--- src/rtl/serializador_pacote_pkg.sv ---
`default_nettype none
// ============================================================================
// Module      : serializador_pacote_pkg
// Description : Shared widths, frame length, FSM state encoding and the
//               serial-line level decode for the packet serializer.
// Revision    : 1.0 - initial release
// ============================================================================
package serializador_pacote_pkg;

  localparam int LARGURA_DADOS    = 8;
  localparam int LARGURA_ENDERECO = 3;
  localparam int LARGURA_PACOTE   = LARGURA_ENDERECO + LARGURA_DADOS;

  // start + packet bits + parity + stop
  localparam int BITS_QUADRO      = LARGURA_PACOTE + 3;

  typedef enum logic [2:0] {
    OCIOSO   = 3'd0,
    INICIO   = 3'd1,
    DADOS    = 3'd2,
    PARIDADE = 3'd3,
    PARADA   = 3'd4
  } estado_t;

  // Line level driven while in a given state.
  function automatic logic nivel_tx(input estado_t estado,
                                    input logic    lsb,
                                    input logic    paridade);
    logic nivel;
    nivel = 1'b1;
    case (estado)
      INICIO:   nivel = 1'b0;
      DADOS:    nivel = lsb;
      PARIDADE: nivel = paridade;
      default:  nivel = 1'b1;
    endcase
    return nivel;
  endfunction

endpackage
`default_nettype wire

--- src/rtl/serializador_pacote_divisor_bit.sv ---
`default_nettype none
// ============================================================================
// Module      : divisor_bit
// Description : Bit-period counter. Counts 0..DIV_BIT-1 while enabled and
//               flags the last cycle of each period with fim_bit_o.
// Revision    : 1.0 - initial release
// ============================================================================
module divisor_bit #(
  parameter int DIV_BIT = 4
) (
  input  logic clk,
  input  logic rst_n,
  input  logic limpar_i,
  input  logic habilita_i,
  output logic fim_bit_o
);

  localparam int            c_LARGURA = (DIV_BIT > 1) ? $clog2(DIV_BIT) : 1;
  localparam logic [c_LARGURA-1:0] c_LIMITE = c_LARGURA'(DIV_BIT - 1);

  logic [c_LARGURA-1:0] cnt_q;
  logic [c_LARGURA-1:0] cnt_d;

  assign fim_bit_o = habilita_i && (cnt_q == c_LIMITE);

  // Next count: wrap at the end of each period, hold when disabled.
  always_comb begin
    cnt_d = cnt_q;
    if (limpar_i || fim_bit_o) begin
      cnt_d = '0;
    end else if (habilita_i) begin
      cnt_d = cnt_q + 1'b1;
    end
  end

  // Counter register.
  always_ff @(posedge clk) begin
    if (!rst_n) begin
      cnt_q <= '0;
    end else begin
      cnt_q <= cnt_d;
    end
  end

endmodule
`default_nettype wire

--- src/rtl/serializador_pacote.sv ---
`default_nettype none
// ============================================================================
// Module      : serializador_pacote
// Description : Accepts an {endereco,dados} packet over valid/ready and sends
//               it serially: start, packet LSB first, even parity, stop.
//               Each bit lasts DIV_BIT cycles.
// Revision    : 1.0 - initial release
// ============================================================================
module serializador_pacote #(
  parameter int LARGURA_PACOTE = serializador_pacote_pkg::LARGURA_PACOTE,
  parameter int DIV_BIT        = 4
) (
  input  logic                      clk,
  input  logic                      rst_n,
  input  logic [LARGURA_PACOTE-1:0] pacote,
  input  logic                      pacote_valido,
  output logic                      pronto,
  output logic                      tx,
  output logic                      ocupado,
  output logic                      fim_tx
);

  import serializador_pacote_pkg::*;

  localparam logic [3:0] c_ULTIMO_BIT = 4'(LARGURA_PACOTE - 1);

  estado_t                   estado_q, estado_d;
  logic [LARGURA_PACOTE-1:0] desloc_q, desloc_d;
  logic [3:0]                nbit_q,   nbit_d;
  logic                      par_q,    par_d;
  logic                      tx_q,     tx_d;
  logic                      fim_q,    fim_d;

  logic                      w_fim_bit;
  logic                      w_ocioso;

  assign w_ocioso = (estado_q == OCIOSO);
  assign pronto   = w_ocioso;
  assign ocupado  = ~w_ocioso;
  assign tx       = tx_q;
  assign fim_tx   = fim_q;

  // The divider runs only while a frame is in flight and restarts on accept.
  divisor_bit #(
    .DIV_BIT (DIV_BIT)
  ) u_divisor_bit (
    .clk        (clk),
    .rst_n      (rst_n),
    .limpar_i   (w_ocioso),
    .habilita_i (~w_ocioso),
    .fim_bit_o  (w_fim_bit)
  );

  // Next-state, shift register, bit counter and registered-output decode.
  always_comb begin
    estado_d = estado_q;
    desloc_d = desloc_q;
    nbit_d   = nbit_q;
    par_d    = par_q;
    fim_d    = 1'b0;

    case (estado_q)
      OCIOSO: begin
        if (pacote_valido) begin
          desloc_d = pacote;
          par_d    = ^pacote;
          nbit_d   = 4'd0;
          estado_d = INICIO;
        end
      end
      INICIO: begin
        if (w_fim_bit) estado_d = DADOS;
      end
      DADOS: begin
        if (w_fim_bit) begin
          desloc_d = desloc_q >> 1;
          if (nbit_q == c_ULTIMO_BIT) begin
            nbit_d   = 4'd0;
            estado_d = PARIDADE;
          end else begin
            nbit_d   = nbit_q + 4'd1;
          end
        end
      end
      PARIDADE: begin
        if (w_fim_bit) estado_d = PARADA;
      end
      PARADA: begin
        if (w_fim_bit) begin
          estado_d = OCIOSO;
          fim_d    = 1'b1;
        end
      end
      default: estado_d = OCIOSO;
    endcase

    // tx is registered, so it is decoded from the state being entered.
    tx_d = nivel_tx(estado_d, desloc_d[0], par_d);
  end

  // State and datapath registers; reset aborts any frame in flight.
  always_ff @(posedge clk) begin
    if (!rst_n) begin
      estado_q <= OCIOSO;
      desloc_q <= '0;
      nbit_q   <= 4'd0;
      par_q    <= 1'b0;
      tx_q     <= 1'b1;
      fim_q    <= 1'b0;
    end else begin
      estado_q <= estado_d;
      desloc_q <= desloc_d;
      nbit_q   <= nbit_d;
      par_q    <= par_d;
      tx_q     <= tx_d;
      fim_q    <= fim_d;
    end
  end

endmodule
`default_nettype wire

--- config.mk ---
export PLATFORM = sky130hd
export DESIGN_NAME = serializador_pacote
export DESIGN_NICKNAME = d
export VERILOG_FILES = /design/src/rtl/serializador_pacote_pkg.sv /design/src/rtl/serializador_pacote_divisor_bit.sv /design/src/rtl/serializador_pacote.sv
export SDC_FILE = /design/constraint.sdc
export NUM_CORES = 1
export LEC_CHECK = 0
export ABC_CLOCK_PERIOD_IN_PS = 2100
export CAP_MARGIN = 30
export CORE_ASPECT_RATIO = 0.6
export CORE_MARGIN = 8
export CORE_UTILIZATION = 51
export CTS_CLUSTER_SIZE = 10
export DETAILED_ROUTE_END_ITERATION = 10
export PLACE_DENSITY = 0.78
export SETUP_SLACK_MARGIN = 0.3
export SYNTH_ARGS = -nofsm -noshare
export SYNTH_HDL_FRONTEND = slang
export SYNTH_SLANG_ARGS = --single-unit
--- constraint.sdc ---
create_clock -name clk -period 2.1 [get_ports clk]
set_clock_uncertainty 0.15 [all_clocks]
set_input_delay 0.315 -clock clk [delete_from_list [all_inputs] [get_ports clk]]
set_output_delay 0.315 -clock clk [all_outputs]
set_load 0.005 [all_outputs]
======== Yosys cells after proc, flatten, opt, wreduce, memory -nomap -nowiden ========
Cells that the tools add are included.
word-level totals
  register bits ........................... 23
  input bits .............................. 14
  output and inout port bits .............. 4
  logic and storage cells ................. 49
operators by class
  add/sub/neg operators ................... 2
  equal/unequal tests ..................... 11
  mux-type cells .......................... 18
  bitwise logic cells ..................... 2
  reductions and logical operators ........ 8
operators by type and width
  operator               count
  $mux W11               2
  $pmux W11 S2           1
  $mux W3                6
  $pmux W3 S5            1
  $eq A3 B2 Y1 const B   4
  $mux W4                3
  $reduce_xor A11 Y1     1
  $pmux W4 S2            1
  $eq A3 B1 Y1 const B   2
  $add A4 B1 Y4 const B  1
  $eq A4 B4 Y1 const B   1
  $eq A3 B3 Y1 const B   1
  $logic_not A3 Y1       1
  $mux W1                3
  $pmux W1 S3            1
  $reduce_and A3 Y1      1
  $add A2 B1 Y2 const B  1
  $eq A2 B2 Y1 const B   1
  $ne A2 B1 Y1 const B   1
  $ne A2 B2 Y1 const B   1
  $not A1 Y1             2
  $reduce_and A2 Y1      1
  $reduce_bool A2 Y1     1
  $reduce_or A2 Y1       1
  other kinds (2)        2

======== Longest topological paths before layout ========
Gate-level depths: netlist (run 1).
  word-level depth ........................ 7
  mapped depth ............................ 7
  mapped depth without buffers ............ 7

======== By module ========
A second synthesis (run 1) with hierarchy kept.
unflattened totals
  cells, all modules ...................... 125
  area, all modules ....................... 1209.9 sq um
modules (own cells, without submodules)
  module               times used  cells an instance  area an instance (sq um)  seq. area each (sq um)
  serializador_pacote  1           114                1102.3                    420.4
  divisor_bit          1           11                 107.6                     40.0

======== Least setup slack after synthesis (run 1) ========
No wires, ideal clock.
  path kind ............................... flip-flop to flip-flop
  start point ............................. reg u_divisor_bit.cnt_q[0]
  end point ............................... reg desloc_q[1]
  setup time .............................. 0.125 ns
  data arrival time ....................... 1.422 ns
  required time ........................... 1.825 ns
  slack ................................... 0.402 ns
  cell stages (with the launch flop) ...... 8
  buffers on the path ..................... 2
  period minus slack after synthesis ...... 1.698 ns
  cell sequence ........................... dfxtp_1 ha_1 buf_2 nand2_1 a21o_1 buf_6 a222oi_1 nor2b_1
between the ends
  cells in the longest elaborated chain, start to end .. 4
ends and longest elaborated chain
  item                         line                                   RTL
  start, declared              serializador_pacote_divisor_bit.sv:21  logic [c_LARGURA-1:0] cnt_q;
  start signal, assigned       serializador_pacote_divisor_bit.sv:41  cnt_q <= cnt_d;
  $eq A2 B2 Y1                 serializador_pacote_divisor_bit.sv:24  assign fim_bit_o = habilita_i && (cnt_q == c_LIMITE);
  $logic_and A1 B1 Y1          serializador_pacote_divisor_bit.sv:24
  $ne A2 B1 Y1 (no line)       -
  $reduce_and A3 Y1 (no line)  -
  end signal, assigned         serializador_pacote.sv:112             desloc_q <= desloc_d;
  end, declared                serializador_pacote.sv:28              logic [LARGURA_PACOTE-1:0] desloc_q, desloc_d;
No other way between the ends.
A chain may end at the register's enable or synchronous reset.

======== Final worst setup path (run 1) ========
  start point ............................. in pacote_valido
  end point ............................... reg tx_q, in the netlist tx
between the ends
  cells in the longest elaborated chain, start to end .. 4
  elaborated cells on any way between the ends .. 10
  classes of those cells .................. eq/ne: 3; mux: 7
ends and longest elaborated chain
  item                                          line                           RTL
  start, declared                               serializador_pacote.sv:16      input logic pacote_valido,
  $mux W3                                       serializador_pacote.sv:64      if (pacote_valido) begin
  $pmux W3 S5                                   serializador_pacote.sv:62      case (estado_q)
  $eq A3 B2 Y1 or $eq A3 B1 Y1 (tied branches)  serializador_pacote_pkg.sv:31  case (estado)
  $pmux W1 S3 *                                 serializador_pacote_pkg.sv:31
  end signal, assigned                          serializador_pacote.sv:115     tx_q <= tx_d;
  end, declared                                 serializador_pacote.sv:31      logic tx_q, tx_d;
Every way passes the cells marked *; elsewhere a longest branch is shown, timed or not. The select of a mux whose other input is x is not followed.

==> metrics list, run 1 <==
- Outcome: finished, final reports clean
- Unrepaired setup endpoints after global routing: yes
* Number of standard cells in the layout, taps in and fillers out: 169
* Mapped Area: 1125 um2
- Once the floorplan was initialized, standard cells occupied 52.79% of the core.
* Worst vdd rail ir drop: 360.0 uV
- The top cell types in the final layout, fill and taps aside, are dfxtp_1, clkdlybuf4s50_1, nor2b_1.
- Number of placement rows: 13
- After global routing the overflow that remains totals 0.
- Final core utilization: 68.29%
- Number of unique standard cell types used by synthesis: 37
- At the end of routability-driven placement, the weighted congestion stood at 0.8039.
* Area growth, synth to finish: 29.37%
- STA classifies the critical path endpoint as a flip-flop.
- The filler cells instantiated in the layout total 156.
* Reg-to-reg startpoint: estado_q[1]
- After clock tree synthesis, the flow added hold-fix buffers numbering 0.
- Total clock buffers created by CTS: 3
* Clock edge transition at the registers on the reported setup and hold paths: 0.07 ns
* First-pass GRT wire length: 3988 um
- Summed over all layers, the routed wires come to 2744 um.
* Main combinational cell family by area after synthesis: simple AND/OR/NAND/NOR gates
- The analysis attributes to cell leakage a power of 0.5446 nW.
* Net count of the mapped netlist: 133
- Proportion of synthesized flip-flops having asynchronous set or reset: 0%
- After Yosys synthesis, and, or, nand and nor cells account for 25.14% of the synthesized area.
- The most critical setup path has its startpoint at pacote_valido.
- The placed instances occupy a cell area of 1308 um2.
- In the final layout, the multi-input gates occupy 663.1 um2.
- The die is 52.38 um tall.
- In this run the worst path has a maximum fanout of 4.
- Measured along the x axis, the die boundary spans 76.63 um.
* Number of global-route vias before repair: 831
* Number of flip-flops and latches in the synthesized netlist: 23
* Tot Pwr: 0.9263 mW
- Once detail routing completed, the nets flagged for antenna violations numbered 0.
- Count of inserted antenna diode cells: 0
* Ratio of cells with drive above 1 in the final layout: 19.42%
- Number of buffers added on ports: 17
- By startpoint and endpoint, the worst setup path is classified as primary input to flip-flop.
- Area fraction of the dominant cell type after synthesis: 40.93%
* Total negative slack for setup checks: 0 ns
- CTS built an H-tree with a depth of 1.
- In this run the tightest slew margin relative to its limit is 76.30%.
* Highest attainable clock frequency: 0.5599 GHz
- MaxCap Viol Count: 0
* Cell type contributing the most total cell area after synthesis: dfxtp_1
- Clock latency on the worst-skew pair, taken at its later pin, is 0.25 ns.
* Maximum number of pins on one net before global-route repair: 14
* Required time of the critical path: 2.13 ns
- Placed insts: 159
- In the routed design, unresolved DRC markers number 0.
* Mean instance size in the synthesized netlist: 9.697 um2
- The sequential cells in the finished layout cover a total of 466.7 um2.
* Post-synth EDFFs: 0
- Measured against the total synthesized area, the mux share comes to 0%.
* TritonRoute pass-1 iters: 6
- Area of the die: 4014 um2
* Crit path DAT: 1.82 ns
- Source of the worst hold timing path: u_divisor_bit.cnt_q[0]
- For the finished layout, the period the worst path requires is 1.786 ns.
- Power density cells: 636.6 nW/um2
* Boundary pin count: 18
- Most frequent standard cell in the layout excluding fill and tap cells: dfxtp_1
- YS warnings: 0
- WL/cell: 16.24 um
* Fraction of the cycle the final worst path needs: 85.05%
- In this run the deepest clock path goes through 2 buffers.
* TritonCTS clock tree: done
* Final Max Tran Viols: 0
- The detailed router placed 999 vias in this run.
* Kind of start point of the critical path: primary input
- At the pin with the least slew margin, the transition time is 0.3551 ns.
- Counting every instance in the synthesized netlist gives 116.
- The core region is 2131 um2.
* Clock Tree Root: clkbuf_8
- Worst hold-check path type: flip-flop to flip-flop
- For this run, the register share of the synthesized area comes to 40.93%.
- Post-DP HPWL: 1865 um
* Smallest setup slack after layout: 0.3140 ns
* Hold slack: 0.3511 ns
- The initial antenna violation count came to 0.
- Number of hold violations in the final report: 0
- Final design instance area without fill: 1455 um2
* Post-synthesis share of cell area spent on full adders, half adders and majority gates: 3.337%
- Counting every sink on the clock net gives 23.
- Vias per cell: 5.911
- Flip-flop cell with the highest count after synthesis: dfxtp_1
- Synth Area in XOR/XNOR: 10.12%
- Global routing used 12.49% of the available tracks.
* Net count, final: 157
- In the post-synthesis netlist, the biggest area contributors are dfxtp_1, a222oi_1, xnor2_1.
- Post-place setup slack: 0.07831 ns
- Final setup viols: 0
- For this block, the initial DRC count from the detailed router was 101.
- Summing the areas of all compound-gate instances in the mapped netlist gives 15.57% of the synthesized area.
==> registers in the layout (all words and copies together) (netlist names) <==
signal               flops
u_divisor_bit.cnt_q      2
estado_q                 3
nbit_q                   4
tx                       1
desloc_q                11
par_q                    1
fim_tx                   1
==> layout make-up <==
type                       instances  area share, %
timing repair buffer              26          16.17
inverter                           2         0.5159
clock buffer                       4          3.095
tap                               30          2.580
multi-input combinational         84          45.57
sequential                        23          32.07
==> power by group <==
part	switching, mW	internal (mW)
Sequential	0.0208	0.461
Combinational	0.0834	0.0995
Clock	0.127	0.135
==> worst max-delay path, stage by stage <==
cell and delay [ns]:
clkdlybuf4s50_1 0.62, nand2b_4 0.11, a221oi_2 0.30, nor2_1 0.12
and3b_1 0.19, o211ai_1 0.16
==> layer usage <==
metal  wire length (um)  GRT usage, %  vias to the layer above  part of all wire [%]
li1                   -             -                      464                     -
met1               1318         16.27                      478                    48
met2               1218         19.38                       49                    44
met3                160         4.623                        8                   5.8
met4                 48         2.532                        0                   1.7
met5                  0             0                        -                     0
==> Yosys cell counts, types with 2 or more instances <==
| cell | instances |
|---|---|
| buf_2 | 2 |
| nand2_1 | 6 |
| buf_6 | 2 |
| a222oi_1 | 9 |
| xor2_1 | 3 |
| nor4b_1 | 2 |
| nand4_1 | 2 |
| nor2b_1 | 12 |
| nor2_1 | 11 |
| xnor2_1 | 10 |
| ha_1 | 3 |
| inv_1 | 2 |
| nand3b_1 | 2 |
| clkbuf_1 | 2 |
| dfxtp_1 | 23 |
| and2_1 | 3 |
| nand2b_1 | 2 |
==> path summary, 6_finish.rpt <==
check / end / slack, ns / depth (start not counted)
max: tx / 0.31 / 6
min: u_divisor_bit.cnt_q[0] / 0.35 / 1
max reg2reg: tx / 0.33 / 7
min reg2reg: u_divisor_bit.cnt_q[0] / 0.35 / 1
==> kinds of logic after synthesis <==
group                    after synthesis
AND/OR/NAND/NOR                       49
flip-flops                            23
AO/OA/AOI/OAI                         19
XOR/XNOR                              13
buffers and inverters                  9
adder cells (fa/ha/maj)                3
==> repair_timing <==
item                       in CTS  in global routing
setup buffers                   3                  3
gates resized for setup         9                  9
setup endpoints to repair       8                 12
pin swaps                       1                  4
(Power assumes the default switching activity.)
==> run 2, diff against run 1 <==
ABC_CLOCK_PERIOD_IN_PS = 2300   (was 2100)
CORE_ASPECT_RATIO = not set   (was 0.6)
CORE_UTILIZATION = 55   (was 51)
PLACE_DENSITY = 0.83   (was 0.78)
SKIP_LAST_GASP = 1   (was not set)
clock period = 2.3 ns   (was 2.1 ns; I/O delays follow)
==> metrics list, run 2 (synthesized netlist as in run 1, its figures left out) <==
* CP endpoint kind: primary output
* Post-detailed-routing wire length: 2331 um (-15%)
- Post-place setup slack: 0.2336 ns (+0.1552 ns)
* Count of nets left with antenna violations after detail routing: 0 (unchanged)
- From synthesis to final layout, the design area changed by 19.80%.
- Area of the die: 3749 um2 (-6.6%)
* Kind of start point of the critical path: flip-flop
* Most frequent standard cell in the layout excluding fill and tap cells: dfxtp_1
* Ratio of cells with drive above 1 in the final layout: 11.28% (-8.1 points)
* Count of inserted antenna diode cells: 0 (unchanged)
* CTS Buffer Depth: 2 (unchanged)
- The count of TritonRoute iterations in the first routing pass came to 6 (unchanged).
- Timing would allow up to 0.5310 GHz.
* Die Y-Extent: 61.23 um (+17%)
- Cell leakage power: 0.4892 nW (-10%)
- Number of hold violations in the final report: 0 (unchanged)
- The DRC violation count after routing is 0 (unchanged).
- Fraction of the cycle the final worst path needs: 81.89%
* Flip-flop count of the largest register after layout: 11 (unchanged)
- The register-to-register setup slack is 0.45 ns (+0.12 ns).
- The number of global-route vias before repair came to 948 (+14%).
- Slew @ Worst Pin: 0.4199 ns (+0.06484 ns)
* Worst hold path stage count: 1 (unchanged)
- Ranked by flip-flop count, first place goes to desloc_q.
- The root buffer cell chosen for the clock tree is clkbuf_4.
- Gr usage total: 13.74% (+1.3 points)
- The worst path in the final design needs a cycle of 1.883 ns, including I/O delays and setup.
- The final worst hold slack came to 0.2936 ns (-0.05746 ns).
* CP Class: flip-flop to primary output
- The arrival time of data at the critical path endpoint is 1.39 ns (-0.43 ns).
- In the layout the commonest cells are dfxtp_1, clkdlybuf4s50_1, nor2b_1.
- Number of placement rows: 16 (+3)
- TritonCTS clock tree: done
- The initial antenna violation count came to 0 (unchanged).
- The initial DRC count was 43 (-57%).
- MaxCap Viol Count: 0 (unchanged)
- Unrepaired setup endpoints after global routing: no
- Hold-fix buffers at CTS: 0 (unchanged)
* CTS H-tree lvls: 1 (unchanged)
- WL/cell: 14.57 um (-10%)
- TritonCTS sink count: 23 (unchanged)
* Die Width: 61.23 um (-20%)
- Worst vdd rail ir drop: 443.5 uV (+23%)
- The endpoint required time on the critical path came to 1.80 ns (-0.33 ns).
* Final setup viols: 0 (unchanged)
- The path with the worst hold slack has its endpoint at u_divisor_bit.cnt_q[0].
* Top Registers: desloc_q x11, nbit_q x4, estado_q x3
* Power density cells: 575.7 nW/um2 (-9.6%)
* Total negative slack for setup checks: 0 ns (unchanged)
- The worst hold path begins at u_divisor_bit.cnt_q[0].
- Net count, final: 151 (-3.8%)
* Gpl congestion: 0.8638 (+7.5%)
* Number of vias after detailed routing: 903 (-9.6%)
* Largest fanout on the critical path: 6 (+2)
- The wire length of the first global-routing pass is 4084 um (+2.4%).
- The half-perimeter wire length after placement is 1746 um (-6.4%).
- Smallest setup slack after layout: 0.4166 ns (+0.1026 ns)
* Floorplan Core Area: 1942 um2 (-8.9%)
* Reg-to-reg startpoint: u_divisor_bit.cnt_q[0]
- Worst slew margin: 72.00% (-4.3 points)
- The clock latency on the worst-skew pair is 0.30 ns (+0.05 ns).
- Vias per cell: 5.644 (-4.5%)
- Leftover overflow at the end of global routing: 0 (unchanged)
- Number of buffers added on ports: 17 (unchanged)
* Worst reg2reg path endpoint: tx
* Outcome: finished, final reports clean
- The total clock buffers created by CTS came to 3 (unchanged).
- Maximum number of pins on one net before global-route repair: 18 (+4)
- Boundary pin count: 18 (unchanged)
- Clock edge transition at the registers on the reported setup and hold paths: 0.13 ns (+0.06 ns)
* Worst hold-check path type: flip-flop to flip-flop
- Initial cell density of the core: 57.93% (+5.1 points)
- Final Max Tran Viols: 0 (unchanged)
* Reg2reg path depth: 6 (-1)
-- run 2: what timing repair did --
item,CTS,global route
pin swaps,1,1
setup buffers,1,1
setup endpoints to repair,2,12
gates cloned,0,0
resized for setup,1,6
-- run 2: stage by stage --
stage / cell area [um2] / std cells / utilization [%] / total power, mW
after detailed placement: 1289 / 154 / 66.37 / 0.5970
after CTS: 1329 / 159 / 68.43 / 0.7766
after floorplan: 1125 / 116 / - / 0.5470
final: 1348 / 160 / 69.39 / 0.7758
after global placement: 1289 / 154 / 66.37 / 0.5909
after global routing: 1348 / 160 / 69.39 / 0.8177
-- run 2: critical path: stages, from the launching register on --
cell,delay [ns]
dfxtp_2,0.38
nor3_4,0.21
inv_1,0.05
clkdlybuf4s50_1,0.44
-- run 2: report_power, final --
part | switching, mW | total (mW) | leakage, nW | internal (mW)
clock network | 0.113 | 0.181 | 0.0150 | 0.0674
registers | 0.0159 | 0.438 | 0.190 | 0.422
logic | 0.0706 | 0.157 | 0.285 | 0.0866
total | 0.200 | 0.776 | 0.489 | 0.576
-- run 2: routing by layer --
| layer | GRT usage [%] | part of all wire, % |
|---|---|---|
| met5 | 0 | 0 |
| met4 | 2.990 | 0 |
| met3 | 3.549 | 4.8 |
| met2 | 25.07 | 51 |
| met1 | 15.43 | 44 |
-- run 2: cell type report --
type / count / area (um2)
Clock buffer: 4 / 26.28
Fill cell: 176 / 594.3
Inverter: 2 / 7.507
Multi-Input combinational cell: 84 / 620.6
Sequential cell: 23 / 464.2
Tap cell: 27 / 33.78
Timing Repair Buffer: 20 / 195.2
-- run 2: how the worst max path moves through the flow --
stage | startpoint | end | slack [ns] | cells past startpoint
5_1_grt | estado_q[2] | ocupado | 0.31 | 3
4_1_cts | estado_q[1] | ocupado | 0.32 | 3
3_5_place_dp | pacote_valido | desloc_q[5] | 0.23 | 5
2_1_floorplan | u_divisor_bit.cnt_q[0] | desloc_q[1] | 0.60 | 7
6_report | estado_q[2] | ocupado | 0.42 | 3
3_3_place_gp | pacote_valido | tx | 0.27 | 6
==> run 3, diff against run 2 <==
ABC_CLOCK_PERIOD_IN_PS = 1550   (was 2300)
CORE_ASPECT_RATIO = 0.6   (was not set)
CORE_UTILIZATION = 46   (was 55)
PLACE_DENSITY = 0.74   (was 0.83)
clock period = 1.55 ns   (was 2.3 ns; I/O delays follow)
==> metrics list, run 3 (synthesized netlist as in run 1, its figures left out) <==
- The flow ran to the end, but the final reports show violations.
* Violations in the final reports: setup timing
- CTS Buffer Depth: 2 (unchanged)
- The endpoint required time on the critical path is 1.56 ns (-0.24 ns).
* Final core utilization: 72.98% (+3.6 points)
* Clock Tree Root: clkbuf_8
- Highest attainable clock frequency: 0.6038 GHz
- Placed insts: 179 (+16%)
* Cell leakage power: 0.7159 nW (+46%)
- The overall die area is 4336 um2 (+16%).
- The worst path uses 106.9% of the clock period.
- Worst hold-check path type: flip-flop to flip-flop
- Smallest setup slack after layout: -0.1062 ns (-0.5228 ns)
* Gpl congestion: 0.7919 (-8.3%)
- Top Registers: desloc_q x11, nbit_q x4, estado_q x3
- CP endpoint kind: flip-flop
- STA classifies the critical path startpoint as a flip-flop.
- Number of buffers added on ports: 17 (unchanged)
* Number of vias after detailed routing: 1125 (+25%)
- The number of endpoints with negative hold slack in the final report came to 0 (unchanged).
- The H-tree depth came to 1 (unchanged).
* Hold-fix buffers at CTS: 0 (unchanged)
- MaxCap Viol Count: 0 (unchanged)
* Register name with the most flops: desloc_q
- The combined flip-flop and latch cell area came to 474.2 um2 (+2.2%).
- Fin crit period: 1.656 ns
- The register-to-register setup slack was -0.11 ns (-0.56 ns).
- Count of inserted antenna diode cells: 0 (unchanged)
- The actual slew at the worst max-slew pin was 0.3712 ns (-0.04879 ns).
* Worst slew margin: 75.18% (+3.2 points)
- Flip-flop count of the largest register after layout: 11 (unchanged)
* Most used cells in the layout excluding fill and tap cells: buf_4, dfxtp_1, nor2b_1
* WL/cell: 17.76 um (+22%)
- Power density cells: 793.6 nW/um2 (+38%)
* TritonRoute pass-1 iters: 8 (+2)
- The share of post-route cells with drive strength above 1 was 43.11% (+32 points).
* Floorplan Core Area: 2417 um2 (+24%)
- The clock latency on the worst-skew pair came to 0.27 ns (-0.03 ns).
- The number of max-slew violations in the final report was 0 (unchanged).
- Area growth, synth to finish: 56.84%
* Boundary pin count: 18 (unchanged)
* Die Y-Extent: 54.31 um (-11%)
- Gr usage total: 15.83% (+2.1 points)
* Die Width: 79.84 um (+30%)
- Number of global-route vias before repair: 1106 (+17%)
- Vias per cell: 5.653 (+0.17%)
- Largest fanout on the critical path: 4 (-2)
- The maximum resistive drop on vdd was 635.5 uV (+43%).
- The number of standard cells in the layout, taps in and fillers out is 199 (+24%).
* Final setup viols: 19 (+19)
- The half-perimeter wire length after placement is 2096 um (+20%).
- The initial antenna violation count came to 0 (unchanged).
- CP Class: flip-flop to flip-flop
* Most frequent standard cell in the layout excluding fill and tap cells: buf_4
- The initial DRC count was 177 (+310%).
- Crit path DAT: 1.67 ns (+0.28 ns)
- Number of placement rows: 14 (-2)
* Unrepaired setup endpoints after global routing: yes
* TritonCTS clock tree: done
* Maximum number of pins on one net before global-route repair: 13 (-5)
* Initial cell density of the core: 46.53% (-11 points)
- The DRC violation count after routing is 0 (unchanged).
- The area taken by multi-input logic gates is 735.7 um2 (+19%).
- The total congestion overflow after global routing was 0 (unchanged).
- First-pass GRT wire length: 5244 um (+28%)
* Count of nets left with antenna violations after detail routing: 0 (unchanged)
- The net total in the final layout was 185 (+23%).
* Final-layout fill cell count: 150 (-15%)
- The total number of clock tree sinks was 23 (unchanged).
- The wire length after detailed routing was 3534 um (+52%).
* Clock edge transition at the registers on the reported setup and hold paths: 0.08 ns (-0.05 ns)
- The total clock buffers created by CTS was 3 (unchanged).
run 3: cell types whose count changed in the layout (fill, tap and decap cells not counted), sizes merged:
cell	change
and2	+1
buf	+35
clkdlybuf4s50	-7
dlygate4sd2	+6
dlymetal6s2s	-1
run 3: final timing paths:
path	start	endpoint	cells after the start
setup reg to reg	estado_q[1]	tx	6
setup / recovery	estado_q[1]	tx	6
hold reg to reg	u_divisor_bit.cnt_q[0]	u_divisor_bit.cnt_q[0]	1
hold / removal	u_divisor_bit.cnt_q[0]	u_divisor_bit.cnt_q[0]	1
run 3: timing repair:
item | 4_1_cts | 5_1_grt
endpoints found under the setup margin | 25 | 25
buffers inserted | 12 | 3
cloned | 1 | 0
pin swaps | 20 | 11
resized for setup | 32 | 15
run 3: cell type report:
class                           instances  share of cell area (%)
Multi-Input combinational cell         85                   41.70
Inverter                                2                  0.4255
Sequential cell                        23                   26.88
Tap cell                               32                   2.270
Clock buffer                            4                   2.553
Timing Repair Buffer                   53                   26.17
run 3: per-layer routing:
layer  part of all wire [%]  vias to the layer above  global-route usage [%]  wire, um
li1                       -                      520                       -         -
met1                     44                      537                   18.89      1561
met2                     47                       56                   27.19      1666
met3                    6.3                       12                   4.590       224
met4                    2.3                        0                   5.689        82
met5                      0                        -                       0         0
run 3: power by group:
group	internal (mW)	switching [mW]	total, mW	leakage [nW]
clock network	0.184	0.206	0.390	0.0228
logic	0.207	0.156	0.363	0.502
registers	0.622	0.0247	0.647	0.191
total	1.01	0.387	1.40	0.716
run 3: through the flow:
stage	worst slack (ns)	TNS (ns)	cell area, um2	power (mW)	hold slack, ns
final	-0.1062	-0.9064	1764	1.400	0.2982
after global placement	-0.3826	-4.824	1488	0.9320	0.2438
after global routing	-0.1801	-1.977	1764	1.444	0.3082
after floorplan	-0.03863	-0.3844	1184	0.8259	0.2238
after detailed placement	-0.3952	-5.757	1488	0.9425	0.2560
after CTS	-0.07250	-0.3980	1690	1.349	0.2881
run 3: critical path, stage by stage, from the launching register on:
cell and delay, ns:
dfxtp_4 0.38, nor3_4 0.23, buf_6 0.14, nand2_2 0.05, o221a_1 0.28, and3b_1 0.24
o211ai_1 0.08
